## src/rtl/pipe_ctrl_pkg.sv

```systemverilog
// Shared types and constants for the five-stage pipeline sequencing controller.
package pipe_ctrl_pkg;

  localparam int unsigned REG_W = 5;
  localparam logic [REG_W-1:0] REG_ZERO = '0;

  typedef enum logic [1:0] {
    RUN      = 2'd0,
    MEM_WAIT = 2'd1,
    DRAIN    = 2'd2,
    HALTED   = 2'd3
  } pipe_state_t;

endpackage

```

## src/rtl/pipe_ctrl_if.sv

```systemverilog
// Hazard inputs and stage-register controls; the core drives master, the controller is slave.
interface pipe_ctrl_if;
  import pipe_ctrl_pkg::*;

  logic [REG_W-1:0] id_rs;
  logic [REG_W-1:0] id_rt;
  logic             id_uses_rt;
  logic             id_halt;
  logic             ex_mem_to_reg;
  logic [REG_W-1:0] ex_rt_dst;
  logic             ex_branch_taken;
  logic             mem_req;
  logic             mem_ready;

  logic pc_en;
  logic ifid_en;
  logic ifid_flush;
  logic idex_en;
  logic idex_bubble;
  logic exmem_en;
  logic memwb_en;
  logic halted;

  modport master (
    output id_rs, id_rt, id_uses_rt, id_halt, ex_mem_to_reg, ex_rt_dst,
           ex_branch_taken, mem_req, mem_ready,
    input  pc_en, ifid_en, ifid_flush, idex_en, idex_bubble, exmem_en,
           memwb_en, halted
  );

  modport slave (
    input  id_rs, id_rt, id_uses_rt, id_halt, ex_mem_to_reg, ex_rt_dst,
           ex_branch_taken, mem_req, mem_ready,
    output pc_en, ifid_en, ifid_flush, idex_en, idex_bubble, exmem_en,
           memwb_en, halted
  );

endinterface

```

## src/rtl/pipe_hazard_detect.sv

```systemverilog
// Load-use hazard: the load in ID/EX writes a nonzero register the ID instruction reads.
// Purely combinational, no latency, no backpressure of its own.
module pipe_hazard_detect
  import pipe_ctrl_pkg::*;
(
  input  logic [REG_W-1:0] id_rs,
  input  logic [REG_W-1:0] id_rt,
  input  logic             id_uses_rt,
  input  logic             ex_mem_to_reg,
  input  logic [REG_W-1:0] ex_rt_dst,
  output logic             load_use
);

  assign load_use = ex_mem_to_reg && (ex_rt_dst != REG_ZERO) &&
                    ((ex_rt_dst == id_rs) || (id_uses_rt && (ex_rt_dst == id_rt)));

endmodule

```

## src/rtl/pipe_ctrl.sv

```systemverilog
// Pipeline sequencing controller: Mealy stage enables/bubble/flush, memory stalls freeze every stage.
// PIPE_CTRL_PERF_EN adds saturating stall/bubble/flush counters.
module pipe_ctrl
  import pipe_ctrl_pkg::*;
#(
  parameter int unsigned DRAIN_CYCLES = 3,
  parameter int unsigned CNT_W        = 32
)
(
  input  logic clk,
  input  logic rst_b,
  pipe_ctrl_if.slave bus
`ifdef PIPE_CTRL_PERF_EN
  ,
  output logic [CNT_W-1:0] stall_cycles,
  output logic [CNT_W-1:0] bubble_count,
  output logic [CNT_W-1:0] flush_count
`endif
);

  localparam int unsigned DCNT_W = (DRAIN_CYCLES > 1) ? $clog2(DRAIN_CYCLES) : 1;

  pipe_state_t       state, state_nxt;
  logic [DCNT_W-1:0] dcnt, dcnt_nxt;
  logic              load_use;
  logic              mem_stall;

  logic pc_en, ifid_en, ifid_flush, idex_en, idex_bubble, exmem_en, memwb_en, halted;

  pipe_hazard_detect u_hazard (
    .id_rs        (bus.id_rs),
    .id_rt        (bus.id_rt),
    .id_uses_rt   (bus.id_uses_rt),
    .ex_mem_to_reg(bus.ex_mem_to_reg),
    .ex_rt_dst    (bus.ex_rt_dst),
    .load_use     (load_use)
  );

  assign mem_stall = bus.mem_req && !bus.mem_ready;

  always_ff @(posedge clk or negedge rst_b) begin
    if (!rst_b) begin
      state <= RUN;
      dcnt  <= '0;
    end else begin
      state <= state_nxt;
      dcnt  <= dcnt_nxt;
    end
  end

  always_comb begin
    state_nxt   = state;
    dcnt_nxt    = dcnt;
    pc_en       = 1'b1;
    ifid_en     = 1'b1;
    ifid_flush  = 1'b0;
    idex_en     = 1'b1;
    idex_bubble = 1'b0;
    exmem_en    = 1'b1;
    memwb_en    = 1'b1;
    halted      = 1'b0;

    case (state)
      RUN, MEM_WAIT: begin
        // MEM_WAIT waits on mem_ready alone; on release it resolves like RUN.
        if ((state == RUN) ? mem_stall : !bus.mem_ready) begin
          {pc_en, ifid_en, idex_en, exmem_en, memwb_en} = '0;
          state_nxt = MEM_WAIT;
        end else if (bus.ex_branch_taken) begin
          ifid_flush  = 1'b1;
          idex_bubble = 1'b1;
          state_nxt   = RUN;
        end else if (load_use) begin
          pc_en       = 1'b0;
          ifid_en     = 1'b0;
          idex_bubble = 1'b1;
          state_nxt   = RUN;
        end else if (bus.id_halt) begin
          pc_en     = 1'b0;
          ifid_en   = 1'b0;
          dcnt_nxt  = DCNT_W'(DRAIN_CYCLES - 1);
          state_nxt = DRAIN;
        end else begin
          state_nxt = RUN;
        end
      end
      DRAIN: begin
        pc_en       = 1'b0;
        ifid_en     = 1'b0;
        idex_bubble = 1'b1;
        if (mem_stall) begin
          {idex_en, exmem_en, memwb_en} = '0;
        end else if (dcnt == '0) begin
          state_nxt = HALTED;
        end else begin
          dcnt_nxt = dcnt - DCNT_W'(1);
        end
      end
      HALTED: begin
        {pc_en, ifid_en, idex_en, exmem_en, memwb_en} = '0;
        halted = 1'b1;
      end
      default: state_nxt = RUN;
    endcase

    // Everything is held quiet while reset is asserted.
    if (!rst_b) begin
      {pc_en, ifid_en, ifid_flush, idex_en, idex_bubble, exmem_en, memwb_en, halted} = '0;
    end
  end

  assign bus.pc_en       = pc_en;
  assign bus.ifid_en     = ifid_en;
  assign bus.ifid_flush  = ifid_flush;
  assign bus.idex_en     = idex_en;
  assign bus.idex_bubble = idex_bubble;
  assign bus.exmem_en    = exmem_en;
  assign bus.memwb_en    = memwb_en;
  assign bus.halted      = halted;

`ifdef PIPE_CTRL_PERF_EN
  always_ff @(posedge clk or negedge rst_b) begin
    if (!rst_b) begin
      stall_cycles <= '0;
      bubble_count <= '0;
      flush_count  <= '0;
    end else begin
      if (!pc_en && (state != HALTED) && (stall_cycles != '1))
        stall_cycles <= stall_cycles + CNT_W'(1);
      if (idex_bubble && (bubble_count != '1))
        bubble_count <= bubble_count + CNT_W'(1);
      if (ifid_flush && (flush_count != '1))
        flush_count <= flush_count + CNT_W'(1);
    end
  end
`endif

endmodule
```

## src/flat_wrapper.sv

```systemverilog
// flat-port wrapper written by rule: the top's interface ports become plain ports
module pipe_ctrl_flat import pipe_ctrl_pkg::*;
#(
  parameter int unsigned DRAIN_CYCLES = 3,
  parameter int unsigned CNT_W        = 32
)
  (clk, rst_b, bus_id_rs, bus_id_rt, bus_id_uses_rt, bus_id_halt, bus_ex_mem_to_reg, bus_ex_rt_dst, bus_ex_branch_taken, bus_mem_req, bus_mem_ready, bus_pc_en, bus_ifid_en, bus_ifid_flush, bus_idex_en, bus_idex_bubble, bus_exmem_en, bus_memwb_en, bus_halted);
  pipe_ctrl_if bus_i ();
  input  logic clk;
  input  logic rst_b;
  input wire logic [$bits(bus_i.id_rs)-1:0] bus_id_rs;
  input wire logic [$bits(bus_i.id_rt)-1:0] bus_id_rt;
  input wire logic [$bits(bus_i.id_uses_rt)-1:0] bus_id_uses_rt;
  input wire logic [$bits(bus_i.id_halt)-1:0] bus_id_halt;
  input wire logic [$bits(bus_i.ex_mem_to_reg)-1:0] bus_ex_mem_to_reg;
  input wire logic [$bits(bus_i.ex_rt_dst)-1:0] bus_ex_rt_dst;
  input wire logic [$bits(bus_i.ex_branch_taken)-1:0] bus_ex_branch_taken;
  input wire logic [$bits(bus_i.mem_req)-1:0] bus_mem_req;
  input wire logic [$bits(bus_i.mem_ready)-1:0] bus_mem_ready;
  output wire logic [$bits(bus_i.pc_en)-1:0] bus_pc_en;
  output wire logic [$bits(bus_i.ifid_en)-1:0] bus_ifid_en;
  output wire logic [$bits(bus_i.ifid_flush)-1:0] bus_ifid_flush;
  output wire logic [$bits(bus_i.idex_en)-1:0] bus_idex_en;
  output wire logic [$bits(bus_i.idex_bubble)-1:0] bus_idex_bubble;
  output wire logic [$bits(bus_i.exmem_en)-1:0] bus_exmem_en;
  output wire logic [$bits(bus_i.memwb_en)-1:0] bus_memwb_en;
  output wire logic [$bits(bus_i.halted)-1:0] bus_halted;
  assign bus_i.id_rs = bus_id_rs;
  assign bus_i.id_rt = bus_id_rt;
  assign bus_i.id_uses_rt = bus_id_uses_rt;
  assign bus_i.id_halt = bus_id_halt;
  assign bus_i.ex_mem_to_reg = bus_ex_mem_to_reg;
  assign bus_i.ex_rt_dst = bus_ex_rt_dst;
  assign bus_i.ex_branch_taken = bus_ex_branch_taken;
  assign bus_i.mem_req = bus_mem_req;
  assign bus_i.mem_ready = bus_mem_ready;
  assign bus_pc_en = bus_i.pc_en;
  assign bus_ifid_en = bus_i.ifid_en;
  assign bus_ifid_flush = bus_i.ifid_flush;
  assign bus_idex_en = bus_i.idex_en;
  assign bus_idex_bubble = bus_i.idex_bubble;
  assign bus_exmem_en = bus_i.exmem_en;
  assign bus_memwb_en = bus_i.memwb_en;
  assign bus_halted = bus_i.halted;
  pipe_ctrl #(.DRAIN_CYCLES(DRAIN_CYCLES), .CNT_W(CNT_W)) u_core (.clk(clk), .rst_b(rst_b), .bus(bus_i));
endmodule
```

## config.mk

```make
export PLATFORM = sky130hd
export DESIGN_NAME = pipe_ctrl_flat
export DESIGN_NICKNAME = d
export VERILOG_FILES = /design/src/rtl/pipe_ctrl_pkg.sv /design/src/rtl/pipe_ctrl_if.sv /design/src/rtl/pipe_hazard_detect.sv /design/src/rtl/pipe_ctrl.sv /design/src/flat_wrapper.sv
export SDC_FILE = /design/constraint.sdc
export NUM_CORES = 1
export LEC_CHECK = 0
export CAP_MARGIN = 20
export CORE_MARGIN = 4
export CORE_UTILIZATION = 38
export DETAILED_ROUTE_END_ITERATION = 8
export PLACE_DENSITY = 0.91
export SLEW_MARGIN = 15
export SYNTH_ARGS = -nofsm -noshare
export SYNTH_HDL_FRONTEND = slang
export SYNTH_SLANG_ARGS = --single-unit
export TNS_END_PERCENT = 1
```

## constraint.sdc

```tcl
create_clock -name clk -period 2.5 [get_ports clk]
set_clock_uncertainty 0.05 [all_clocks]
set_input_delay 0.25 -clock clk [delete_from_list [all_inputs] [get_ports clk]]
set_output_delay 0.25 -clock clk [all_outputs]
set_load 0.05 [all_outputs]
```

==> results.cfg <==
[outcome]
outcome = finished, final reports clean

[yosys]
yosysUniqueCellTypes = 31
yosysSeqAreaShare_pct = 20.0
netlist_area_sq_um = 500
synth_area_per_cell_sq_um = 8.48
synthTopCellsByArea = dfrtp_1 (20%), xnor2_1 (19%), nor4b_4 (4.8%)
syn_nets = 83
synth_edf_count = 0
async_reset_ff_share_pct = 100
synth_flop_cell = dfrtp_1
synth_cells = 59
synth_top_area_cell = dfrtp_1
ys_warn_count = 0
synth_top_area_share_pct = 20.0
synth_most_common_cell = xnor2_1
yosys-top-cells-count = xnor2_1 (11), dfrtp_1 (4), nand2_1 (4), nor2_1 (4)
ys_ff_latch = 4

[drt]
routedWlPerCell_um = 12.0
avgViaCountPerCell = 5.18
vias = 534
antenna_left = 0
drcViolationCount = 0
drtPass1Iterations = 1
dr.first_iter.drc_count = 0
finalWirelength_um = 1240

[cells_and_area]
layout-drive-gt1-share_pct = 21.3
nets = 115
area_growth_pct = 75.2
diodes = 0

[grt]
overflow = 0
grt_pass1_wl_um = 2070
antenna_found_initial = 0
grt_use_total_pct = 14.4
grt_max_degree = 11
grt_pass1_vias = 563

[die]
dieHeight_um = 44.3
die-width_um = 44.3
start_util_pct = 42.7
core_sq_um = 1170
die_area_sq_um = 1960
io_pins = 31
rows = 12

[clocking]
cts_tree = done
clk_latency_ns = 0.23
clockRootBuffer = clkbuf_4
cts.sinks = 4
path_clk_slew_ns = 0.04
postCtsSetupRepairBufs = 0
htreeDepth = 1
post_cts_resized = 0
cts_hold_buf = 0
cts_buffer_depth = 2
cts_buffers = 3

[worst_setup_path]
worstSetupStartpoint = bus_ex_rt_dst[1]
start_kind = input pin
cp_max_fo = 3
end_kind = output port
rr_worst_depth = 4
worstPathRequired_ns = 2.20
r2r-start = u_core.state[0]
cp-endpoint = bus_pc_en
arrival_ns = 1.95
r2r_slack_ns = 0.97
regToRegEndpoint = u_core.dcnt[0]
critPathKind = input pin to output port

[timing]
fin_crit_sh_pct = 89.9
tightest_slew_ns = 0.389
fin_tns_setup_ns = 0
rsz0062_at_grt = no
slew_violations = 0
fin_crit_ns = 2.25
relSlewSlack_pct = 74.1
fin_hold_ws_ns = 0.231
setup_violations = 0
fmax_ghz = 0.445
hold_viol_final = 0

[placed_design]
gp_congestion = 0.691
port_buffers = 30
dp_hpwl_um = 1150

[power_and_ir_drop]
power.density_nw_per_um2 = 361
leakagePower_nw = 0.350
vdd_drop_max_mv = 0.217

[job]
cap_violations = 0

[worst_hold_path]
min_path_type = input pin to async pin
==> state kept, by name (all words and copies together) (netlist names) <==
| signal | cells |
|---|---|
| u_core.dcnt | 2 |
| u_core.state | 2 |
==> cell families (layout without fill, tap and decap cells) <==
| family | count (synthesis) | count (layout) | share of synthesized area (%) |
|---|---|---|---|
| xor+xnor | 11 | 11 | 19.2 |
| flops | 4 | 4 | 20.0 |
| fa+ha+maj | 1 | 1 | 2.50 |
| mux | 1 | 1 | 2.25 |
| buf+inv | 7 | 37 | 7.50 |
| simple gates | 21 | 21 | 27.8 |
| compound gates | 14 | 14 | 20.8 |
==> worst min-delay path by stage <==
stage / startpoint / end / depth (start not counted)
floorplan: rst_b / u_core.dcnt[0] / 0
finish: rst_b / u_core.state[0] / 1
detailed placement: rst_b / u_core.dcnt[1] / 1
CTS: rst_b / u_core.state[0] / 1
global placement: rst_b / u_core.dcnt[1] / 1
global route: rst_b / u_core.dcnt[1] / 1
==> cells in the final DEF, fill, tap and decap left out, types with 2 or more instances in the layout <==
cell type        netlist  final
buf_12                 0      6
o21a_1                 2      2
nor2_1                 4      4
clkbuf_4               0      3
a21oi_1                2      2
nand3_1                2      2
nand2b_1               2      2
inv_1                  3      3
o22ai_1                2      2
clkdlybuf4s50_1        0     22
buf_4                  3      3
nand2_1                4      4
dfrtp_1                4      4
xnor2_1               11     11
==> layout make-up <==
cell class / count / area (sq um)
Clock buffer: 3 / 22.5
Fill cell: 84 / 294
Tap cell: 14 / 17.5
Sequential cell: 4 / 100
Inverter: 3 / 11.3
Timing Repair Buffer: 31 / 363
Multi-Input combinational cell: 48 / 363
==> critical path: stages <==
cell and delay, ns:
clkdlybuf4s50_1 0.47, or4_4 0.57, o21ai_2 0.16, nor2_1 0.06, a21oi_1 0.15, buf_4 0.16, buf_12 0.13
==> power breakdown <==
part	internal (mW)	total [mW]	switching, mW
Combinational	0.0853	0.154	0.0684
Clock	0.0535	0.0775	0.0241
Sequential	0.0815	0.0851	0.00357
Total	0.220	0.316	0.0960
==> routing by layer <==
layer  GRT usage (%)  share of wire, %  vias to the layer above
met5               0                 0                        -
met3            3.66               7.8                        6
met1            12.6                33                      237
met4            12.0               3.3                        0
li1                -                 -                      265
met2            26.7                56                       26
==> through the flow <==
step	worst slack (ns)	area, sq um	power [mW]	util [%]	std cells
final	0.254	877	0.316	74.9	103
after global placement	0.284	855	0.228	73.0	100
after global routing	0.182	877	0.345	74.9	103
after CTS	0.246	877	0.323	74.9	103
after detailed placement	0.251	855	0.242	73.0	100
after floorplan	0.0540	500	0.176	-	59
No activity file was read; power rests on OpenSTA's default activity.
